==> config.mk <==
export PLATFORM = sky130hd
export DESIGN_NAME = uart_rx_fifo
export DESIGN_NICKNAME = d
export VERILOG_FILES = /design/src/rtl/uart_rx_fifo.sv
export SDC_FILE = /design/constraint.sdc
export NUM_CORES = 1
export LEC_CHECK = 0
export BUFFER_PORTS_ARGS = -buffer_cell sky130_fd_sc_hd__buf_2
export CORE_MARGIN = 2
export CORE_UTILIZATION = 55
export CTS_BUF_LIST = sky130_fd_sc_hd__clkbuf_8
export CTS_CLUSTER_DIAMETER = 80
export DETAILED_ROUTE_END_ITERATION = 16
export HOLD_SLACK_MARGIN = 0.05
export PLACE_DENSITY = 0.73
export SYNTH_ARGS = -nofsm -noshare
export SYNTH_HDL_FRONTEND = slang
export SYNTH_SLANG_ARGS = --single-unit
==> constraint.sdc <==
create_clock -name clk -period 6.3 [get_ports clk]
set_input_delay 0.63 -clock clk [delete_from_list [all_inputs] [get_ports clk]]
set_output_delay 0.63 -clock clk [all_outputs]
set_load 0.03 [all_outputs]
==> src/rtl/uart_rx_fifo.sv <==
// UART 8N1 receiver with a first-word-fall-through receive FIFO.
// Define UART_PARITY_EN to receive 8E1 frames and enable par_err.
module uart_rx_fifo #(
    parameter int CLKS_PER_BIT = 434,
    parameter int FIFO_AW      = 4
) (
    input  logic             clk,
    input  logic             rst_n,
    input  logic             rx,
    input  logic             rd_en,
    input  logic             clr_err,
    output logic [7:0]       dout,
    output logic             empty,
    output logic             full,
    output logic [FIFO_AW:0] count,
    output logic             frame_err,
    output logic             overrun,
    output logic             par_err
);
    localparam int DEPTH = 1 << FIFO_AW;
    localparam int CW    = $clog2(CLKS_PER_BIT);
    localparam logic [CW-1:0] HALF_T = CW'(CLKS_PER_BIT / 2 - 1);
    localparam logic [CW-1:0] BIT_T  = CW'(CLKS_PER_BIT - 1);
    localparam logic [CW-1:0] C_ONE  = CW'(1);
    localparam logic [FIFO_AW-1:0] P_ONE = FIFO_AW'(1);
    localparam logic [FIFO_AW:0]   N_ONE = (FIFO_AW + 1)'(1);
    localparam logic [FIFO_AW:0]   N_MAX = (FIFO_AW + 1)'(DEPTH);

    typedef enum logic [2:0] {
        IDLE,
        START,
        DATA,
`ifdef UART_PARITY_EN
        PARITY,
`endif
        STOP
    } state_t;

    state_t        state;
    logic          rx_meta, rx_s, rx_prev;
    logic [CW-1:0] cnt;
    logic [2:0]    bit_idx;
    logic [7:0]    shift;
    logic          tick, stop_hit, push;
    logic          ferr_set, perr_set;

    assign tick     = (cnt == '0);
    assign stop_hit = (state == STOP) && tick;
    assign ferr_set = stop_hit && !rx_s;

`ifdef UART_PARITY_EN
    logic par_bit, par_ok;
    // Even parity: data bits plus parity bit must XOR to zero.
    assign par_ok   = ((^shift) == par_bit);
    assign push     = stop_hit && rx_s && par_ok;
    assign perr_set = stop_hit && !par_ok;
`else
    assign push     = stop_hit && rx_s;
    assign perr_set = 1'b0;
`endif

    always_ff @(posedge clk or negedge rst_n) begin
        if (!rst_n) begin
            rx_meta <= 1'b1;
            rx_s    <= 1'b1;
            rx_prev <= 1'b1;
            state   <= IDLE;
            cnt     <= '0;
            bit_idx <= '0;
            shift   <= '0;
`ifdef UART_PARITY_EN
            par_bit <= 1'b0;
`endif
        end else begin
            rx_meta <= rx;
            rx_s    <= rx_meta;
            rx_prev <= rx_s;
            unique case (state)
                IDLE: begin
                    if (rx_prev && !rx_s) begin
                        cnt   <= HALF_T;
                        state <= START;
                    end
                end
                START: begin
                    if (!tick) begin
                        cnt <= cnt - C_ONE;
                    end else if (!rx_s) begin
                        state   <= DATA;
                        bit_idx <= '0;
                        cnt     <= BIT_T;
                    end else begin
                        state <= IDLE;
                    end
                end
                DATA: begin
                    if (!tick) begin
                        cnt <= cnt - C_ONE;
                    end else begin
                        shift[bit_idx] <= rx_s;
                        cnt            <= BIT_T;
                        if (bit_idx == 3'd7) begin
`ifdef UART_PARITY_EN
                            state <= PARITY;
`else
                            state <= STOP;
`endif
                        end else begin
                            bit_idx <= bit_idx + 3'd1;
                        end
                    end
                end
`ifdef UART_PARITY_EN
                PARITY: begin
                    if (!tick) begin
                        cnt <= cnt - C_ONE;
                    end else begin
                        par_bit <= rx_s;
                        cnt     <= BIT_T;
                        state   <= STOP;
                    end
                end
`endif
                STOP: begin
                    if (!tick) cnt <= cnt - C_ONE;
                    else       state <= IDLE;
                end
                default: state <= IDLE;
            endcase
        end
    end

    logic [7:0]         mem [DEPTH];
    logic [FIFO_AW-1:0] wp, rp, rp_nx;
    logic [FIFO_AW:0]   count_nx;
    logic               do_pop, do_push, ovr_set;

    assign empty   = (count == '0);
    assign full    = (count == N_MAX);
    assign do_pop  = rd_en && !empty;
    // A pop in the same cycle frees the slot the push needs.
    assign do_push = push && (!full || do_pop);
    assign ovr_set = push && full && !do_pop;

    always_comb begin
        rp_nx    = do_pop ? rp + P_ONE : rp;
        count_nx = count;
        if (do_push && !do_pop)      count_nx = count + N_ONE;
        else if (!do_push && do_pop) count_nx = count - N_ONE;
    end

    always_ff @(posedge clk) begin
        if (do_push) mem[wp] <= shift;
    end

    always_ff @(posedge clk or negedge rst_n) begin
        if (!rst_n) begin
            wp    <= '0;
            rp    <= '0;
            count <= '0;
            dout  <= 8'h00;
        end else begin
            if (do_push) wp <= wp + P_ONE;
            rp    <= rp_nx;
            count <= count_nx;
            // Registered head; bypass when the new head is being written now.
            if (count_nx != '0)
                dout <= (do_push && rp_nx == wp) ? shift : mem[rp_nx];
        end
    end

    always_ff @(posedge clk or negedge rst_n) begin
        if (!rst_n) begin
            frame_err <= 1'b0;
            overrun   <= 1'b0;
            par_err   <= 1'b0;
        end else begin
            frame_err <= ferr_set | (frame_err & ~clr_err);
            overrun   <= ovr_set  | (overrun & ~clr_err);
            par_err   <= perr_set | (par_err & ~clr_err);
        end
    end
endmodule

# [Yosys cells after proc, flatten, opt, wreduce, memory -nomap -nowiden]
# Memory sizes are Yosys's and may differ from the RTL's. A register that Yosys moved wholly into a read port is not among the register bits.
# Cells that the tools add are included.
[totals] output_inout_bits=18 wordCells=96 input_bits=5 n_memories=1 ff_bits=42 ramBits=128
[op_classes] eq_ne=14 muxes=26 n_bitwise=6 reduce_logical=28 n_addsub=6 n_lt_le_gt_ge=2
[memory_table] memory="mem" depth=16 width=8 rd=1 rd_ports_with_merged_regs=1 wr=1 line="133" rtl="logic [7:0] mem [DEPTH];"
[ops] cell="two-way mux 9 bit" count=5
[ops] cell="one-hot mux 9 bit (4 select lines)" count=1
[ops] cell="two-way mux 3 bit" count=9
[ops] cell="!= test 2 bit, second input constant" count=8
[ops] cell="one-hot mux 3 bit (4 select lines)" count=1
[ops] cell="logical AND 1 bit" count=11
[ops] cell="two-way mux 5 bit" count=2
[ops] cell="AND reduction 5 bit" count=2
[ops] cell="logical NOT 9 bit" count=1
[ops] cell="subtractor 9 x 1 -> 9 bit, second input constant" count=1
[ops] cell="adder 4 x 1 -> 4 bit, second input constant" count=2
[ops] cell="bitwise mux 8 bit" count=1
[ops] cell="== test 3 x 2 -> 1 bit, second input constant" count=2
[ops] cell="logical NOT 1 bit" count=6
[ops] cell="one-hot mux 3 bit (2 select lines)" count=1
[ops] cell="adder 5 x 1 -> 5 bit, second input constant" count=1
[ops] cell="== test 5 bit, second input constant" count=1
[ops] cell="logical NOT 5 bit" count=1
[ops] cell="nonzero test 5 bit" count=1
[ops] cell="subtractor 5 x 1 -> 5 bit, second input constant" count=1
[ops] cell="< comparator 3 x 4 -> 1 bit, second input constant" count=1
[ops] cell="two-way mux 4 bit" count=1
[ops] cell="AND reduction 4 bit" count=1
[ops] cell="nonzero test 4 bit" count=1
[ops] cell="other kinds (15)" count=20

# [Depth between registers and ports, before layout]
# Gate-level depths: netlist of the first run.
[logic_depth] depth_word=10 depth_mapped=13 depth_no_buf=10

# [Worst setup path before layout of the first run]
# No wires, ideal clock.
[synth_timing] kind="reg2reg" startpoint="register count[0]" endpoint="register dout[6] (read register of mem)" t_required_ns=6.175 slack_ns=2.335 stages_incl_launch_ff=11 t_arrival_ns=3.840 synth_period_minus_slack_ns=3.965 cell_sequence="dfrtp_1 inv_1 ha_1 nor4bb_1 a2111oi_4 nand2_2 o22ai_2 xor2_1 or4_4 buf_6 mux2_4"
[synth_between] word_cells_on_any_way=17 cone_classes="add/sub: 2; eq/ne: 1; mux: 3; reduce/logical: 11"
[synth_lines] element="start: declaration" line="15" rtl="output logic [FIFO_AW:0] count,"
[synth_lines] element="start signal: assignment" line="165" rtl="count <= count_nx;"
[synth_lines] element="== test 5 bit (*)" line="139" rtl="assign full = (count == N_MAX);"
[synth_lines] element="via full" line="14" rtl="output logic full,"
[synth_lines] element="logical NOT 1 bit (*)" line="142" rtl="assign do_push = push && (!full || do_pop);"
[synth_lines] element="logical OR 1 bit (*)" line="142"
[synth_lines] element="logical AND 1 bit (*)" line="142"
[synth_lines] element="logical NOT 1 bit" line="149" rtl="else if (!do_push && do_pop) count_nx = count - N_ONE;"
[synth_lines] element="logical AND 1 bit" line="149"
[synth_lines] element="two-way mux 5 bit" line="149"
[synth_lines] element="two-way mux 5 bit (*)" line="148" rtl="if (do_push && !do_pop) count_nx = count + N_ONE;"
[synth_lines] element="via count_nx[3]" line="135" rtl="logic [FIFO_AW:0] count_nx;"
[synth_lines] element="nonzero test 5 bit (*)" line="167" rtl="if (count_nx != '0)"
[synth_lines] element="end: declaration" line="12" rtl="output logic [7:0] dout,"
# Mark *: on every way through the listed nets, which the timed path passes. The rest lies on a longest branch.
# A chain may end at the register's enable or synchronous reset.

# [Worst setup path after layout of the first run]
[layout_timing] startpoint="register count[0]" endpoint="register dout[7] (read register of mem)"
[layout_between] word_cells_on_any_way=17 cone_classes="add/sub: 2; eq/ne: 1; mux: 3; reduce/logical: 11"
[layout_lines] element="logical NOT 5 bit" line="138" rtl="assign empty = (count == '0);"
[layout_lines] element="logical NOT 1 bit" line="140" rtl="assign do_pop = rd_en && !empty;"
[layout_lines] element="logical AND 1 bit" line="140"
[layout_lines] element="two-way mux 4 bit" line="146" rtl="rp_nx = do_pop ? rp + P_ONE : rp;"
[layout_lines] element="via rp_nx[3]" line="134" rtl="logic [FIFO_AW-1:0] wp, rp, rp_nx;"
# The timed path passes the listed nets, and every way through them passes these cells.

==> flow_summary.ini, run 1 <==
[clock_tree]
cts_root_buf = clkbuf_8
path_clk_slew_ps = 90
htree_levels = 4
cts_tree = built
clock_path_buffers = 2
ctsHoldBuffers = 0
clk_latency_ps = 460
postCtsSetupBuffers = 0
cts_sinks = 177
numCtsBuffers = 17
postCtsResizedCells = 0

[worst_hold_path]
hold_depth = 1
min_from = rx
hold_end = rx_meta$_DFF_PN1_
hp-class = in -> reg

[finish]
final_util = 0.602
drive_above_1_share = 0.212
fin_nets = 625
diodes = 0
syn_to_final_growth_pct = 8.16
instances_no_fill = 805

[placement]
io_buffers = 22
placedCellCount = 773
dpl.hpwl_um = 11800
gp_congestion = 0.865

[drt]
drtIter0Drc = 571
first_pass_iters = 6
routed_via_density = 6.38
postRouteAntennaNets = 0
totalWireLength_um = 18000
wl_per_cell_um = 22.4
drc = 0
vias = 5133

[logic_synthesis]
yosys_register_bits = 177
syn_area_per_cell_um2 = 14.4
ys_async_sr_fraction = 0.277
synth_warnings = 0
synth_area_leaders = edfxtp_1, dfrtp_1, mux4_2
yosysTopAreaCellShare = 0.459
yosys.area.top_type = edfxtp_1
syn-cell-area_um2 = 8370
synth_edf_count = 128
synth_nets = 603
synth_ff_type = edfxtp_1
synth_cells = 582
synth_cell_types = 66
ys_seq_area_frac = 0.606

[floorplan]
pin_count = 23
placementRows = 45
die_x_um = 127
die_height_um = 127
start_util = 0.557
core_um2 = 15000
dieArea_um2 = 16200

[critical_path]
endpoint_kind = flop
crit_top_cell = inv_1
crit_required_ps = 6640
r2r_start = count[0]$_DFF_PN0_
critPathArrivalTime_ps = 4240
slowest_stage = xor2_1
cpPeakStageDelay_ps = 710
r2r-end = dout[7]$_DFFE_PN0P_
path_cells = inv_1 -> ha_1 -> or4b_1 -> nand3_1 -> xor2_1 -> inv_1 -> nor2_1 -> a22oi_1 -> a31oi_1 -> mux2i_1
regToRegSetupSlack_ps = 2390
crit_path_start_kind = flop
crit_fanout = 9
reg2reg_depth = 10
path_class = reg -> reg

[timing]
rsz0062_at_grt = no
worstMarginPinSlew_ps = 1180
fmax_ghz = 0.256
hold_viol = 0
post-route-period-util = 0.620
min_period_ps = 3910
maxSlewHeadroom = 0.207
whs_ps = 256
finalSetupViolations = 0
final-max-slew-violation-count = 0
skew_ps = 13.1
final.setup.tns_ps = 0

[pwr]
peakVddDrop_mv = 0.202
p_leak_uw = 0.00343
p_total_uw = 3810
p_per_area_nw_per_um2 = 421

[global_routing]
track_usage = 0.235
first_global_vias = 5156
grt-ovfl-total = 0
grt_pass1_wl_um = 28300
grt_start_max_net_pins = 50
antenna_found_initial = 0

[flow_run]
drv_cap = 0

[run_status]
status = completed
## power breakdown
group / internal (µW) / switching [µW]
Sequential: 1350 / 162
Clock: 380 / 413
Combinational: 651 / 862
## stage by stage
| stage | setup slack [ps] | area, µm² |
|---|---|---|
| finish | 2390 | 9050 |
| global route | 2080 | 9050 |
| CTS | 2410 | 9050 |
| detailed placement | 2440 | 8650 |
| global placement | 2580 | 8650 |
| floorplan | 2330 | 8370 |
## worst max-delay path: cells and delay by family, from the launching register on
kind	cells	cell delay, ps
AO/OA/AOI/OAI	2	570
XOR/XNOR	1	710
adder cells (fa/ha/maj)	1	180
buffers and inverters	2	280
flip-flops	1	450
multiplexers	1	100
AND/OR/NAND/NOR	3	1480
## layout make-up
cell class | instances | area (µm²)
fill | 1125 | 5980
sequential | 177 | 5070
multi-input combinational | 347 | 3050
clock buffer | 19 | 262
tap | 188 | 235
timing repair buffer | 29 | 163
clock inverter | 13 | 148
inverter | 32 | 120
## cell families after synthesis
family	after synthesis	synth area share
flops	177	0.606
compound gates	110	0.0898
mux	73	0.149
xor+xnor	12	0.0160
buf+inv	58	0.0302
simple gates	136	0.0850
fa+ha+maj	16	0.0239
## sequential cells by signal, indices dropped and copies added (netlist names), 2 cells and up
register and count:
state 2, bit_idx 3, rp 4, wp 4, shift 8, mem 128, dout 8, count 5
cnt 9
## worst max path at each step
stage / from / end / slack (ps) / depth (start not counted)
5_1_grt: count[0]$_DFF_PN0_ / dout[6]$_DFFE_PN0P_ / 2080 / 10
4_1_cts: count[0]$_DFF_PN0_ / dout[6]$_DFFE_PN0P_ / 2410 / 10
6_report: count[0]$_DFF_PN0_ / dout[7]$_DFFE_PN0P_ / 2390 / 10
2_1_floorplan: count[0]$_DFF_PN0_ / dout[6]$_DFFE_PN0P_ / 2330 / 10
3_5_place_dp: count[0]$_DFF_PN0_ / dout[6]$_DFFE_PN0P_ / 2440 / 10
3_3_place_gp: count[0]$_DFF_PN0_ / dout[6]$_DFFE_PN0P_ / 2580 / 10
## cell usage in the layout (no fill, tap or decap), types with 3 or more instances in the layout
cell	instances
edfxtp_1	128
dfrtp_1	45
mux4_2	40
inv_1	31
o21ai_0	29
nor2_1	29
a21oi_1	27
nand3_1	24
nand2_1	23
mux2i_1	23
buf_2	22
clkbuf_8	19
ha_1	16
and2_1	10
a31oi_1	10
and3_1	9
nor3_1	9
mux2_2	9
a2111o_1	8
a22oi_1	8
buf_4	7
xnor2_1	5
nor4_1	5
a22o_1	5
inv_6	5
or3_1	4
xor2_1	4
nand4_1	3
or2_2	3
o31ai_1	3
o22a_1	3
clkinv_4	3
dfstp_2	3
## layer usage
metal | share of wire | global-route usage | up-vias | wire length (µm)
met5 | 0 | 0 | - | 0
met4 | 0.032 | 0.0989 | 0 | 583
met3 | 0.065 | 0.0511 | 39 | 1180
met2 | 0.48 | 0.369 | 209 | 8620
met1 | 0.42 | 0.322 | 2576 | 7640
li1 | - | - | 2309 | -
## Yosys cell counts (2+ instances only)
library cell,n
a2111o_1,8
dfstp_2,3
inv_1,30
or2_2,3
nor3b_1,2
dfrtp_1,46
buf_4,3
mux2i_1,23
xnor2_1,6
nand2_1,23
a21oi_1,27
or3_1,4
a22oi_1,8
nand4_1,3
or4b_1,2
nor4_1,5
ha_1,16
clkbuf_1,18
clkinv_1,2
nor2_1,29
a31oi_1,10
o21ai_0,29
mux4_2,40
o21ai_1,2
nand2_2,2
edfxtp_1,128
and2_1,10
buf_6,3
a22o_1,5
nand2b_1,2
nor3_1,9
o22a_1,3
mux2_2,9
nand3_1,24
and3_1,9
o31ai_1,3
xor2_1,4
Power figures use the tool's default switching activity.
==> inputs of run 2 (changes only) <==
Clock period 6.3 ns to 3.8 ns, I/O delays scaled along.
==> run 2 against run 1 <==
Net effect: core utilization grew 0.87 points; count of clock-buffer cells in the layout shrank 2; sequential share of layout area shrank 0.79 points; power grew 66%; clock power grew 57%; sequential power grew 61%; largest cell class unchanged; largest power group is now combinational cells.
==> flow_summary.ini, run 2 (synthesis results as in run 1) <==
[placement]
dpl.hpwl_um = 12000
gp_congestion = 0.873
io_buffers = 22
dp_slack_ps = 113
placedCellCount = 789

[flow_run]
drv_cap = 0

[floorplan]
die_height_um = 127
placementRows = 45
die_x_um = 127
dieArea_um2 = 16200
start_util = 0.557
core_um2 = 15000
pin_count = 23

[finish]
top_register = mem
layout_commonest_cell = edfxtp_1
instances_no_fill = 824
diodes = 0
fin_nets = 644
biggestRegsByFlops = mem: 128 flops, cnt: 9 flops
largest_register_ffs = 128
syn_to_final_growth_pct = 9.71
most-common-layout-cells = edfxtp_1, dfrtp_1, mux4_2, inv_1
drive_above_1_share = 0.234
fill_cells = 1101

[worst_hold_path]
hp-class = in -> reg

[clock_tree]
path_clk_slew_ps = 90
clock_path_buffers = 2
cts_tree = built
numCtsBuffers = 17
cts_sinks = 177
htree_levels = 4
cts_root_buf = clkbuf_8
clk_latency_ps = 480

[drt]
wl_per_cell_um = 20.9
vias = 5143
drc = 0
routed_via_density = 6.24
drtIter0Drc = 422
first_pass_iters = 5
postRouteAntennaNets = 0
totalWireLength_um = 17200

[pwr]
peakVddDrop_mv = 0.418
p_per_area_nw_per_um2 = 688
p_leak_uw = 0.00351

[critical_path]
slowest_stage = or4b_1
critPathArrivalTime_ps = 3790
crit_required_ps = 4170
path_buf_inv = 3
critPathTopFamily = multiplexers
crit_fanout = 9
path_cells = inv_1 -> ha_1 -> or4b_1 -> clkinv_1 -> nor3_4 -> nor2_2 -> buf_4 -> mux4_2 -> a2111oi_0 -> o31ai_1 -> mux2_4
crit_path_start_kind = flop
cpPeakStageDelay_ps = 580
endpoint_kind = flop
path_class = reg -> reg

[timing]
worstMarginPinSlew_ps = 709
min_period_ps = 3420
maxSlewHeadroom = 0.524
final-max-slew-violation-count = 0
skew_ps = 11.4
hold_viol = 0
rsz0062_at_grt = no
fmax_ghz = 0.292
fin_ws_ps = 380
finalSetupViolations = 0
post-route-period-util = 0.900
final.setup.tns_ps = 0

[global_routing]
first_global_vias = 5121
track_usage = 0.225
grt-ovfl-total = 0
grt_pass1_wl_um = 27600
grt_start_max_net_pins = 37
antenna_found_initial = 0

[run_status]
status = completed
run 2: cell count changes in the layout (fill, tap and decap cells not counted), sizes merged:
cell	previous run	this run
inv	37	40
bufinv	2	1
dlygate4sd3	0	2
buf	29	46
clkbuf	19	17
run 2: path summary, 6_finish.rpt:
| check | from | endpoint | slack (ps) | cells after the start |
|---|---|---|---|---|
| worst max-delay path | count[1]$_DFF_PN0_ | dout[6]$_DFFE_PN0P_ | 380 | 11 |
| worst min-delay path | clr_err | par_err$_DFF_PN0_ | 110 | 2 |
| worst max register to register | count[1]$_DFF_PN0_ | dout[6]$_DFFE_PN0P_ | 380 | 11 |
| worst min register to register | rx_meta$_DFF_PN1_ | rx_s$_DFF_PN1_ | 360 | 0 |
| max in group asynchronous | rst_n | rp[0]$_DFF_PN0_ | 2570 | 3 |
| min in group asynchronous | rst_n | frame_err$_DFF_PN0_ | 450 | 2 |
run 2: through the flow:
stage,hold WS [ps],util,instance area (µm²),total power [µW]
6_report,110,0.611,9190,6320
5_1_grt,102,0.611,9190,6660
4_1_cts,91.4,0.610,9170,6340
3_5_place_dp,348,0.584,8770,5090
3_3_place_gp,347,0.584,8770,4990
2_1_floorplan,84.4,-,8380,4430
run 2: power by group:
group          switching (µW)  internal (µW)  total, µW
logic                    1480           1150       2640
clock network             718            537       1250
registers                 196           2230       2430
run 2: cell type report:
class                      instances  area, µm²  share of cell area
multi-input combinational        347       3070               0.334
sequential                       177       5070               0.553
inverter                          32        120              0.0131
timing repair buffer              48        310              0.0338
clock inverter                    15        145              0.0158
clock buffer                      17        234              0.0255
tap                              188        235              0.0256
run 2: routing by layer:
| metal | part of all wire | up-vias | GRT usage | wire length (µm) |
|---|---|---|---|---|
| met5 | 0 | - | 0 | 0 |
| met4 | 0.014 | 0 | 0.0685 | 240 |
| met3 | 0.051 | 27 | 0.0486 | 885 |
| met2 | 0.51 | 168 | 0.369 | 8720 |
| met1 | 0.43 | 2594 | 0.307 | 7380 |
| li1 | - | 2354 | - | - |
run 2: repair_timing:
action,4_1_cts,5_1_grt
setup endpoints to repair,0,8
resized for setup,0,1
buffers inserted,0,1
hold buffers,2,0
endpoints found under the hold margin,25,0
